--- config.mk ---
export PLATFORM = sky130hd
export DESIGN_NAME = blinky_rgb
export DESIGN_NICKNAME = d
export VERILOG_FILES = /design/src/rtl/blinky_rgb.sv
export SDC_FILE = /design/constraint.sdc
export NUM_CORES = 1
export LEC_CHECK = 0
export ABC_AREA = 1
export BUFFER_PORTS_ARGS = -buffer_cell sky130_fd_sc_hd__buf_2
export CAP_MARGIN = 20
export CORE_MARGIN = 1.5
export CORE_UTILIZATION = 59
export CTS_BUF_LIST = sky130_fd_sc_hd__clkbuf_16
export DETAILED_ROUTE_END_ITERATION = 7
export PLACE_DENSITY = 0.77
export SYNTH_ARGS = -nofsm -noshare
export SYNTH_HDL_FRONTEND = slang
export SYNTH_SLANG_ARGS = --single-unit
--- constraint.sdc ---
create_clock -name clk -period 2.2 [get_ports clk]
set_input_delay 0.66 -clock clk [delete_from_list [all_inputs] [get_ports clk]]
set_output_delay 0.66 -clock clk [all_outputs]
set_load 0.1 [all_outputs]
--- src/rtl/blinky_rgb.sv ---
// blinky_rgb: free-running RGB LED colour sequencer; BLINKY_RGB_PWM_EN dims lit LEDs to 25% duty
module blinky_rgb #(
  parameter int N = 24,
  parameter int ACTIVE_LOW = 1
) (
  input  logic clk,
  input  logic reset,
  output logic led_blue,
  output logic led_green,
  output logic led_red
);
  localparam logic [2:0] OFF = (ACTIVE_LOW != 0) ? 3'b111 : 3'b000;
  logic [N-1:0] prescaler;
  logic [2:0] phase;
  logic [2:0] lit;
  logic tick;
  assign tick = &prescaler;
  // prescaler free-runs and wraps; phase advances once per prescaler wrap
  always_ff @(posedge clk or negedge reset)
    if (!reset) begin
      prescaler <= '0;
      phase <= '0;
    end else begin
      prescaler <= prescaler + N'(1);
      phase <= phase + {2'b00, tick};
    end
`ifdef BLINKY_RGB_PWM_EN
  // lit LEDs are only driven on one prescaler slot in four
  always_comb lit = (prescaler[1:0] == 2'b00) ? phase : 3'b000;
`else
  // each LED follows one phase bit directly
  always_comb lit = phase;
`endif
  assign {led_red, led_green, led_blue} = lit ^ OFF;
endmodule

After elaboration in Yosys (flattened, before gate mapping)
Index checks and enable logic that the tools add are counted.
W data, S select, Z words.
{ "op_classes": {"addsub": 2, "bitwise_logic": 1, "reduce_logical": 1} }
{ "ops": {"columns": ["op", "count"], "rows": [
  ["$add A24 B1 Y24 const B", 1],
  ["$reduce_and A24 Y1", 1],
  ["$add A3 B1 Y3", 1],
  ["$not A3 Y3", 1]
]} }
{ "word_totals": {"ff_bits": 27, "inputBits": 2, "output_inout_bits": 3, "elab_cells": 6} }

Longest topological paths before layout
{ "depth": {"word_depth": 2, "ltp_mapped": 10} }

Worst setup path before layout
OpenSTA, ideal clock, no wires.
{ "synth_path": {"path_type": "register to output", "startpoint": "register phase[2], in the netlist lit[2]", "endpoint": "output led_red", "arrival_ns": 0.960, "t_required_ns": 1.540, "path_slack_ns": 0.580, "path_stages_with_launch": 2, "path_buffers": 0, "path_cell_list": "dfrtp_1 > inv_1"} }
{ "synth_via": {"elab_chain_len": 1} }
{ "synth_lines": {"columns": ["item", "line_no", "text"], "rows": [
  ["start, declared", "14", "logic [2:0] phase;"],
  ["start signal, assigned", "25", "phase <= phase + {2'b00, tick};"],
  ["$not A3 Y3 (no source line)", null, null],
  ["end, declared", "10", "output logic led_red"]
]} }
No other way between the ends.

Worst setup path in the final report
Ends and elaborated chain as after synthesis.

==> results.py <==
metrics = {
    "sta": {
        "timing.final.crit_period_ns": 1.781,
        "fin_skew_ns": 0.002391,
        "timing_worst_slew_pin_value_ns": 0.5875,
        "final_setup_violation_count": 0,
        "max_freq_mhz": 561.5,
        "slew_headroom": 0.6083,
        "min_period_over_period": 0.8096,
        "rsz0062_at_grt": "false",
        "finalHoldViolCount": 0,
        "finalMaxSlewViolations": 0,
        "setup_total_negative_slack_ns": 0,
    },
    "placed_design": {
        "place_congestion": 0.8121,
        "port_buffers": 4,
        "post_dp_cell_area_mm2": 0.001391,
        "place_inst": 189,
        "detailedPlacementHpwl_um": 1657,
    },
    "critical_path": {
        "critical_path_class": "reg2out",
        "setup.worst_path.start": "lit[2]$_DFF_PN0_",
        "reg2reg_depth": 10,
        "endpoint_kind": "primary output",
        "timing.rr.start": "prescaler[1]$_DFF_PN0_",
        "crit_fanout": 2,
        "worst-endpoint-required_ns": 1.54,
        "rrSetupSlack_ns": 0.49,
        "cp-start-kind": "register",
        "arrival_time_worst_endpoint_ns": 1.12,
        "endpoint": "led_red",
        "rr_endpoint": "lit[2]$_DFF_PN0_",
    },
    "die": {
        "die_w_um": 50.59,
        "floorplan.die.height_um": 50.59,
        "floorplan.io_pins": 5,
        "placementRows": 17,
        "dieArea_mm2": 0.002559,
        "floorplan.core_area_mm2": 0.002170,
        "start_util": 0.6159,
    },
    "cts": {
        "cts-resized-gates": 0,
        "cts_buffer_depth": 2,
        "tritoncts_num_sinks": 27,
        "h-tree-depth": 1,
        "cts_hold_buffers_added": 0,
        "path_clk_slew_ns": 0.06,
        "clk_root_buffer_cell": "sky130_fd_sc_hd__clkbuf_16",
        "cts-buffers-inserted": 3,
        "clock_insertion_delay_worst_skew_ns": 0.26,
        "cts_tree": "done",
        "post-cts-setup-buffers": 0,
    },
    "route": {
        "vias_per_cell": 4.922,
        "drt-initial-drc-count": 16,
        "num_vias": 950,
        "remaining_design_rule_violation_count": 0,
        "detailedRoute.firstPassIterationCount": 4,
        "finalWirelength_um": 2204,
        "post_drt_wl_per_cell_um": 11.42,
        "detail-route-antenna-nets": 0,
    },
    "logic_synthesis": {
        "postSynthAreaPerCell_um2": 8.511,
        "netlist.top_cell.by_area": "sky130_fd_sc_hd__dfrtp_1",
        "commonest_register_cell_after_synthesis": "sky130_fd_sc_hd__dfrtp_1",
        "mappedNetlistNets": 162,
        "synthesis.yosys.warnings": 0,
        "synth_edf_count": 0,
        "post-synth-top-area-fraction": 0.5056,
        "synth.area.top_cells": "sky130_fd_sc_hd__dfrtp_1, sky130_fd_sc_hd__nand2_1, sky130_fd_sc_hd__inv_1",
        "async_flop_share": 1.000,
        "synth.distinct_cells": 13,
        "post-synth-top-count-cell": "sky130_fd_sc_hd__nand2_1",
        "synth-seq-cells": 27,
        "synth_area_mm2": 0.001336,
        "sequential_element_share_of_the_synthesized_area": 0.5056,
        "syn-instance-count": 157,
        "synth_common_cells": "sky130_fd_sc_hd__nand2_1, sky130_fd_sc_hd__dfrtp_1, sky130_fd_sc_hd__inv_1, sky130_fd_sc_hd__nor2_1, sky130_fd_sc_hd__nand3_1",
    },
    "job": {
        "max_cap_viols": 0,
    },
    "final_layout": {
        "finish.instance_area_mm2": 0.001470,
        "layout-drive-gt1-share": 0.1030,
        "antenna_cells": 0,
        "nNetsFinal": 171,
        "fin_cells": 193,
        "area_delta_synth_final_pct": 10.02,
    },
    "power_and_ir_drop": {
        "netsw_w": 0.0001663,
        "internal_power_w": 0.0007402,
        "seq_power_share": 0.548,
        "clock_power_share": 0.442,
        "max-vdd-ir-drop_uv": 587.4,
        "power.combinational.fraction": 0.011,
        "power_leakage_nw": 0.7106,
        "cellPowerDensity_mw_per_mm2": 616.5,
        "switching_part_of_the_total": 0.1834,
    },
    "hold_path": {
        "timing.hold.worst.class": "in2async",
    },
    "grt": {
        "first_global_vias": 981,
        "grt_use_total": 0.2141,
        "grt_first_pass_wirelength_um": 4064,
        "initial_antenna_violation_count": 0,
        "grt_start_max_net_pins": 28,
        "global_route.overflow_total": 0,
    },
    "outcome": {
        "outcome": "complete, no violations",
    },
}
## cell families after synthesis
kind of cell | count (synthesis) | synth area share
flip-flops | 27 | 0.5056
AO/OA/AOI/OAI | 3 | 0.01123
AND/OR/NAND/NOR | 91 | 0.3099
adder cells (fa/ha/maj) | 3 | 0.02809
XOR/XNOR | 14 | 0.09176
buffers and inverters | 19 | 0.05337
## worst min path at each step
stage	from	end	slack, ns	cells after the start
6_report	reset	prescaler[2]$_DFF_PN0_	0.40	1
5_1_grt	reset	prescaler[10]$_DFF_PN0_	0.46	1
4_1_cts	reset	prescaler[5]$_DFF_PN0_	0.42	1
3_5_place_dp	lit[2]$_DFF_PN0_	lit[2]$_DFF_PN0_	0.47	1
3_3_place_gp	prescaler[0]$_DFF_PN0_	prescaler[0]$_DFF_PN0_	0.45	1
2_1_floorplan	reset	lit[0]$_DFF_PN0_	0.36	0
## registers in the layout, indices dropped and copies added, names as in the netlist
name	flops
prescaler	24
lit	3
## per-layer routing
layer	global-route usage	vias to the layer above	part of all wire
met2	0.3465	10	0.47
met4	0.08108	0	0.014
li1	-	491	-
met3	0.05357	4	0.030
met5	0	-	0
met1	0.2768	445	0.48
## final cells by class
class | instances | area (um2)
Inverter | 19 | 71.32
Clock buffer | 3 | 75.07
Tap cell | 28 | 35.03
Multi-Input combinational cell | 111 | 589.3
Fill cell | 186 | 699.4
Clock inverter | 1 | 3.754
Sequential cell | 27 | 675.6
Timing Repair Buffer | 4 | 20.02
## critical path, cell delays in order (launching register included)
cell,delay [ns]
sky130_fd_sc_hd__dfrtp_1,0.39
sky130_fd_sc_hd__inv_1,0.06
sky130_fd_sc_hd__buf_2,0.41
## power groups by stage
stage               clock network, W  registers (W)       logic (W)
floorplan                          0       0.000506  0.000000000295
CTS                         0.000408       0.000496       0.0000105
finish                      0.000400       0.000496      0.00000968
global placement                   0       0.000506       0.0000101
global route                0.000424       0.000496       0.0000121
detailed placement                 0       0.000506       0.0000105
## through the flow
step	hold slack, ns	power, W	setup WS (ns)	util
floorplan	0.3644	0.0005058	0.5802	-
global placement	0.4542	0.0005158	0.5515	0.6413
detailed placement	0.4657	0.0005162	0.4812	0.6413
CTS	0.4178	0.0009148	0.4087	0.6776
global route	0.4561	0.0009322	0.2681	0.6776
finish	0.3965	0.0009064	0.4189	0.6776
## cell usage in the layout, fill, tap and decap left out, types with 6 or more instances in the layout
master                    Yosys  routed
sky130_fd_sc_hd__nand2_1     48      48
sky130_fd_sc_hd__dfrtp_1     27      27
sky130_fd_sc_hd__inv_1       19      20
sky130_fd_sc_hd__nor2_1      19      19
sky130_fd_sc_hd__nand3_1     10      10
sky130_fd_sc_hd__xor2_1       8       8
sky130_fd_sc_hd__xnor2_1      6       6
Power figures use the tool's default switching activity.
